File: config.mk
export PLATFORM = sky130hd
export DESIGN_NAME = if_fetch_unit
export DESIGN_NICKNAME = d
export VERILOG_FILES = /design/src/rtl/if_fetch_unit.sv
export SDC_FILE = /design/constraint.sdc
export NUM_CORES = 1
export LEC_CHECK = 0
export CORE_MARGIN = 3
export CORE_UTILIZATION = 49
export CTS_CLUSTER_DIAMETER = 200
export DETAILED_ROUTE_END_ITERATION = 8
export HOLD_SLACK_MARGIN = 0.08
export PLACE_DENSITY = 0.87
export SYNTH_ARGS = -nofsm -noshare
export SYNTH_HDL_FRONTEND = slang
export SYNTH_SLANG_ARGS = --single-unit
File: constraint.sdc
create_clock -name clk -period 3.22 [get_ports clk]
set_input_delay 0.322 -clock clk [delete_from_list [all_inputs] [get_ports clk]]
set_output_delay 0.322 -clock clk [all_outputs]
set_load 0.005 [all_outputs]
File: src/rtl/if_fetch_unit.sv
// Instruction-fetch stage: takes the PC, fetches over a valid/ready request and valid-only
// response memory port, and hands the word to decode with a valid/ready handshake.
module if_fetch_unit #(
  parameter int unsigned     XLEN     = 32,
  parameter logic [XLEN-1:0] NOP_INST = XLEN'(32'h00000013),
  parameter int unsigned     TIMEOUT  = 64
) (
  input  logic            clk,
  input  logic            rst,
  input  logic [XLEN-1:0] pc_in,
  output logic            pc_en,
  input  logic            flush,
  output logic            imem_req_valid,
  input  logic            imem_req_ready,
  output logic [XLEN-1:0] imem_req_addr,
  input  logic            imem_rsp_valid,
  input  logic [XLEN-1:0] imem_rsp_data,
  output logic            inst_valid,
  input  logic            inst_ready,
  output logic [XLEN-1:0] inst_out,
  output logic [XLEN-1:0] inst_pc,
  output logic            fetch_err,
  output logic [31:0]     fetch_count
);

  localparam int unsigned CNT_W = (TIMEOUT > 2) ? $clog2(TIMEOUT) : 1;

  localparam logic [2:0] S_IDLE = 3'd0;
  localparam logic [2:0] S_REQ  = 3'd1;
  localparam logic [2:0] S_WAIT = 3'd2;
  localparam logic [2:0] S_HOLD = 3'd3;
  localparam logic [2:0] S_ERR  = 3'd4;

  logic [2:0]       state_q, state_n;
  logic             req_stall_q, req_stall_n;
  logic [XLEN-1:0]  addr_q, addr_n;
  logic             drop_q, drop_n;
  logic [CNT_W-1:0] tcnt_q, tcnt_n;
  logic             inst_valid_q, inst_valid_n;
  logic [XLEN-1:0]  inst_out_q, inst_out_n;
  logic [XLEN-1:0]  inst_pc_q, inst_pc_n;
  logic             err_q, err_n;
  logic [31:0]      count_q, count_n;

  logic             req_valid_c;
  logic [XLEN-1:0]  req_addr_c;
  logic             pc_en_c;
  logic             misalign_c;

  // State and datapath registers
  always_ff @(posedge clk) begin
    if (rst) begin
      state_q      <= S_IDLE;
      req_stall_q  <= 1'b0;
      addr_q       <= '0;
      drop_q       <= 1'b0;
      tcnt_q       <= '0;
      inst_valid_q <= 1'b0;
      inst_out_q   <= NOP_INST;
      inst_pc_q    <= '0;
      err_q        <= 1'b0;
      count_q      <= '0;
    end else begin
      state_q      <= state_n;
      req_stall_q  <= req_stall_n;
      addr_q       <= addr_n;
      drop_q       <= drop_n;
      tcnt_q       <= tcnt_n;
      inst_valid_q <= inst_valid_n;
      inst_out_q   <= inst_out_n;
      inst_pc_q    <= inst_pc_n;
      err_q        <= err_n;
      count_q      <= count_n;
    end
  end

  // Next-state and output decode
  always_comb begin
    state_n      = state_q;
    req_stall_n  = 1'b0;
    addr_n       = addr_q;
    drop_n       = drop_q;
    tcnt_n       = tcnt_q;
    inst_valid_n = inst_valid_q;
    inst_out_n   = inst_out_q;
    inst_pc_n    = inst_pc_q;
    err_n        = err_q;
    count_n      = count_q;
    req_valid_c  = 1'b0;
    req_addr_c   = addr_q;
    pc_en_c      = 1'b0;
    misalign_c   = (pc_in[1:0] != 2'b00);

    case (state_q)
      S_IDLE: begin
        state_n = S_REQ;
      end

      S_REQ: begin
        // A stalled request replays the latched address so it stays stable until accepted.
        if (req_stall_q) begin
          req_valid_c = 1'b1;
        end else if (misalign_c) begin
          err_n   = 1'b1;
          drop_n  = 1'b0;
          state_n = S_ERR;
        end else begin
          req_valid_c = 1'b1;
          req_addr_c  = pc_in;
        end
        if (req_valid_c) begin
          addr_n = req_addr_c;
          if (flush) begin
            drop_n = 1'b1;
          end
          if (imem_req_ready) begin
            tcnt_n  = '0;
            state_n = S_WAIT;
          end else begin
            req_stall_n = 1'b1;
          end
        end
      end

      S_WAIT: begin
        tcnt_n = tcnt_q + CNT_W'(1);
        if (imem_rsp_valid) begin
          if (drop_q || flush) begin
            drop_n  = 1'b0;
            state_n = S_REQ;
          end else begin
            inst_valid_n = 1'b1;
            inst_out_n   = imem_rsp_data;
            inst_pc_n    = addr_q;
            state_n      = S_HOLD;
          end
        end else if (tcnt_q == CNT_W'(TIMEOUT - 1)) begin
          err_n   = 1'b1;
          drop_n  = 1'b0;
          state_n = S_ERR;
        end else if (flush) begin
          drop_n = 1'b1;
        end
      end

      S_HOLD: begin
        // Flush takes priority over a same-cycle decode handshake.
        if (flush) begin
          inst_valid_n = 1'b0;
          inst_out_n   = NOP_INST;
          state_n      = S_REQ;
        end else if (inst_valid_q && inst_ready) begin
          pc_en_c      = 1'b1;
          count_n      = count_q + 32'd1;
          inst_valid_n = 1'b0;
          inst_out_n   = NOP_INST;
          state_n      = S_REQ;
        end
      end

      S_ERR: begin
        if (flush) begin
          err_n   = 1'b0;
          state_n = S_REQ;
        end
      end

      default: begin
        state_n = S_IDLE;
      end
    endcase
  end

  assign pc_en          = pc_en_c & ~rst;
  assign imem_req_valid = req_valid_c;
  assign imem_req_addr  = req_addr_c;
  assign inst_valid     = inst_valid_q;
  assign inst_out       = inst_out_q;
  assign inst_pc        = inst_pc_q;
  assign fetch_err      = err_q;
  assign fetch_count    = count_q;

endmodule

Yosys cells after proc, flatten, opt, wreduce, memory -nomap -nowiden
Cells that the tools add are included.
- output and inout port bits: 132
- flip-flop bits (word level): 141
- bits of input ports: 70
- add/subtract/negate cells: 2
- reduce and logical (&&, ||, !) cells: 16
- bitwise operators: 6
- muxes and demuxes: 50
- equality and inequality tests: 18
- operators with widths (cell ; number):
    $mux 32 ; 7
    $pmux 32 s2 ; 1
    $add 32x1->32 const B ; 1
    $mux 3 ; 9
    $mux 1 ; 25
    $ne 2x2->1 const B ; 9
    $pmux 3 s5 ; 1
    $reduce_and 3->1 ; 5
    $mux 6 ; 2
    $pmux 6 s2 ; 1
    $ne 3x3->1 const B ; 3
    $add 6x1->6 const B ; 1
    $eq 3x2->1 const B ; 2
    $eq 6x6->1 const B ; 1
    $reduce_and 6->1 ; 1
    $reduce_bool 2->1 ; 3
    $not 1->1 ; 5
    $ne 4x4->1 const B ; 1
    $pmux 1 s2 ; 2
    $reduce_and 4->1 ; 1
    $eq 3x1->1 const B ; 1
    $eq 3x3->1 const B ; 1
    $logic_not 3->1 ; 1
    $pmux 1 s3 ; 1
    other kinds (7) ; 7

Depth between registers and ports, before layout
- depth after elaboration: 6
- mapped depth: 8
- mapped depth without buffers: 5

Worst setup path after synthesis
No wires, ideal clock.
- kind: reg-to-reg
- start point: register state_q[2]
- end point: register count_q[31] (netlist: fetch_count[31])
- setup slack: 1.456 ns
- data arrival time: 1.640 ns
- cell stages (with the launch flop): 8
- clock period less this slack: 1.764 ns
- buffers on the path: 3
- cell sequence: dfxtp_1 -> buf_6 -> and4b_1 -> buf_4 -> nand4_4 -> buf_2 -> nor4_1 -> mux2_1
- word-level cells in the longest chain between the ends: 2
- ends and longest elaborated chain (element ; RTL line ; text):
    from (decl) ; 34 ; logic [2:0] state_q, state_n;
    from (signal assigned) ; 64 ; state_q <= state_n;
    $eq 3x2->1 ; 94 ; case (state_q)
    $reduce_and 3->1 (no source line) ; -- ;
    to (signal assigned) ; 73 ; count_q <= count_n;
    to (decl) ; 43 ; logic [31:0] count_q, count_n;
Every way passes these cells.
A chain may end at the register's enable or synchronous reset.

Final worst setup path
- start point: register state_q[0]
- end point: output port imem_req_addr[27]
- word-level cells in the longest chain between the ends: 2
- ends and longest elaborated chain (element ; RTL line ; text):
    $eq 3x1->1 ; 94 ;
    $mux 32 ; 94 ;
    to (decl) ; 15 ; output logic [XLEN-1:0] imem_req_addr,
Every way passes these cells.

==> metrics.cfg <==
[finish]
diodes=0
final_nets=916
area_growth_pct=45.9
drive_gt1_share_pct=8.52
n_fill_cell=815

[clock_network]
cts_sinks=141
clk_latency_ns=0.41
cts_buffers=17
clk_path_buf_depth=2
ctsResizeCount=0
clk_pin_slew_ns=0.06
cts-root-buf=clkbuf_16
postCtsSetupRepairBufs=0
cts_htree_levels=4
ctsHoldBuffers=0
cts_tree=built

[critical_path]
cp-startpoint=state_q[0]$_SDFFE_PP0P_
end_kind=output port
cp.required_ns=2.90
crit_fanout=25
regToRegStartpoint=state_q[0]$_SDFFE_PP0P_
start_kind=register
worstPathArrival_ns=2.58
crit_type=reg -> out

[sta]
fin_crit_ns=2.90
setup_viol=0
fin_skew_ns=0.0115
setup_tns_ns=0
fin_crit_sh_pct=90.0
worst_pin_slew_ns=1.18
rsz0062_at_grt=no
hold_viol_final=0
fmax_mhz=345
relSlewSlack_pct=21.0
setup_ws_ns=0.320
slew_viol_final=0

[synthesis]
synthMuxAreaShare_pct=6.01
synth_top_family_by_area=simple AND/OR/NAND/NOR gates
synthCells=666
yosys.area_share.simple_pct=23.0
synth_area_leaders=dfxtp_1 (49%), a21oi_1 (7.8%), nand2_1 (7.2%), mux2_2 (5.8%), and2_1 (4.5%)
ys_ff_latch=141
synth_cell_types=47
synth_edf_count=0
ys_seq_area_share_pct=48.6
synth_compound_area_share_pct=16.4
yosysTopAreaCell=dfxtp_1
synthAdderAreaFrac_pct=0.431
syn_area_sq_um=5810
synthArstFlopShare_pct=0
syn_nets=738
synth_top_area_share_pct=48.6
yosysWarnings=0
ys.flop_type=dfxtp_1
yosys.area_share.xor_xnor_pct=1.36
syn_area_per_cell_sq_um=8.72

[floorplanning]
rows=39
die_y_um=115
io_pins=202
die_x_um=115
core_sq_um=11500
start_util_pct=50.5
fp.dieArea_sq_um=13200

[detailed_routing]
ant_nets=0
drt_first_pass_iters=5
num_vias=5551
drc=0
routed_wl_um=16000
drt_iter0_drc=522
wl_per_cell_um=16.0
via_per_inst=5.55

[global_routing]
grt_pass1_wl_um=25800
grt_pass1_vias=5319
antenna_found_initial=0
grt_max_degree=57
track_usage_pct=24.1
grt_overflow=0

[power_and_ir_drop]
leakage_nw=2.94
p_per_area_nw_per_um2=495
peakVddDrop_v=0.000318
total_power_w=0.00419

[place]
hpwl_um=11300
place.gp.congestion=0.854
io_buffers=201
place_ws_ns=0.574

[job]
cap_violations=0

[min_path]
worstHoldStart=rst
min_path_type=in -> reg

[status]
status=finished, final reports clean

==> cell usage in the layout, fill, tap and decap left out, types with 2 or more instances in the layout <==
cell type and instances:
nand4b_1 2, and2_1 41, buf_12 2, o31ai_1 15, nand3_1 12, inv_6 6
nand4_1 11, and4b_1 2, nor3_1 5, a21o_1 4, nand2b_1 6, clkinvlp_4 3
and4_1 4, dfxtp_1 141, o22ai_1 2, clkbuf_16 17, nor2_1 17, ha_1 2
bufinv_16 3, nor4_1 2, or4_1 15, or3_1 10, xor2_1 3, clkdlybuf4s50_1 200
o21bai_1 4, and3_1 9, nand3b_1 2, a21oi_1 90, mux2_2 30, xnor2_1 6
inv_1 9, a31oi_1 3, nand2_1 110, nor3b_2 2, buf_4 4, o21ai_0 45
==> layer usage <==
layer | up-vias | GRT usage [%] | share of wire [%] | wire [um]
met2 | 228 | 38.4 | 47 | 7530
met5 | - | 0 | 0 | 0
li1 | 2699 | - | - | -
met4 | 0 | 9.39 | 2.6 | 419
met1 | 2589 | 30.1 | 42 | 6730
met3 | 35 | 8.32 | 8.4 | 1340
==> path summary, 6_finish.rpt <==
kind	slack, ns	endpoint	cells past startpoint
worst min-delay path	0.41	fetch_count[5]$_SDFFE_PP0N_	2
worst max-delay path	0.32	imem_req_addr[27]	5
worst min register to register	0.45	inst_pc[13]$_SDFFE_PP0P_	2
worst max register to register	1.03	fetch_count[29]$_SDFFE_PP0N_	4
==> sequential cells by signal, indices dropped and copies added, names as in the netlist <==
name         cells
state_q          3
drop_q           1
req_stall_q      1
fetch_err        1
tcnt_q           6
fetch_count     32
inst_out        32
inst_pc         32
addr_q          32
inst_valid       1
==> worst max-delay path, stage by stage, from the launching register on <==
cell	delay, ns
dfxtp_1	0.53
nor3b_2	0.36
nand2_2	0.24
buf_12	0.23
mux2_2	0.26
clkdlybuf4s50_1	0.53
==> synthesized netlist by cell type, types with 12 or more instances <==
library cell	number
a21oi_1	90
and2_1	42
buf_2	15
clkbuf_1	28
dfxtp_1	141
mux2_2	30
nand2_1	111
nand3_1	12
nor2_1	17
o21ai_0	45
o31ai_1	15
or4_1	15
==> final cells by class <==
cell class / instances / area (sq um) / area share [%]
clock buffer: 19 / 443 / 5.23
tap: 143 / 179 / 2.11
multi-input combinational: 469 / 2750 / 32.4
inverter: 9 / 33.8 / 0.399
timing repair buffer: 206 / 2070 / 24.4
sequential: 141 / 2820 / 33.3
clock inverter: 13 / 176 / 2.08
==> stage by stage <==
stage                     instance area (sq um)  util [%]  std cells  hold slack [ns]
final                                      8480      73.6       1000            0.411
after global routing                       8480      73.6       1000            0.432
after CTS                                  8470      73.6       1000            0.399
after detailed placement                   7860      68.2        968            0.444
after global placement                     7860      68.2        968            0.440
after floorplan                            5810         -        666            0.428
==> kinds of logic after synthesis <==
| family | Yosys count |
|---|---|
| simple gates | 256 |
| compound gates | 171 |
| flops | 141 |
| buf+inv | 56 |
| mux | 31 |
| xor+xnor | 9 |
| fa+ha+maj | 2 |
==> power breakdown <==
part | internal (W) | switching, W | total, W | leakage, nW
Clock | 0.00126 | 0.000784 | 0.00204 | 0.294
Sequential | 0.00177 | 0.0000270 | 0.00180 | 1.14
Combinational | 0.000198 | 0.000151 | 0.000349 | 1.51
Note: power is estimated with default switching activity, not from simulation.
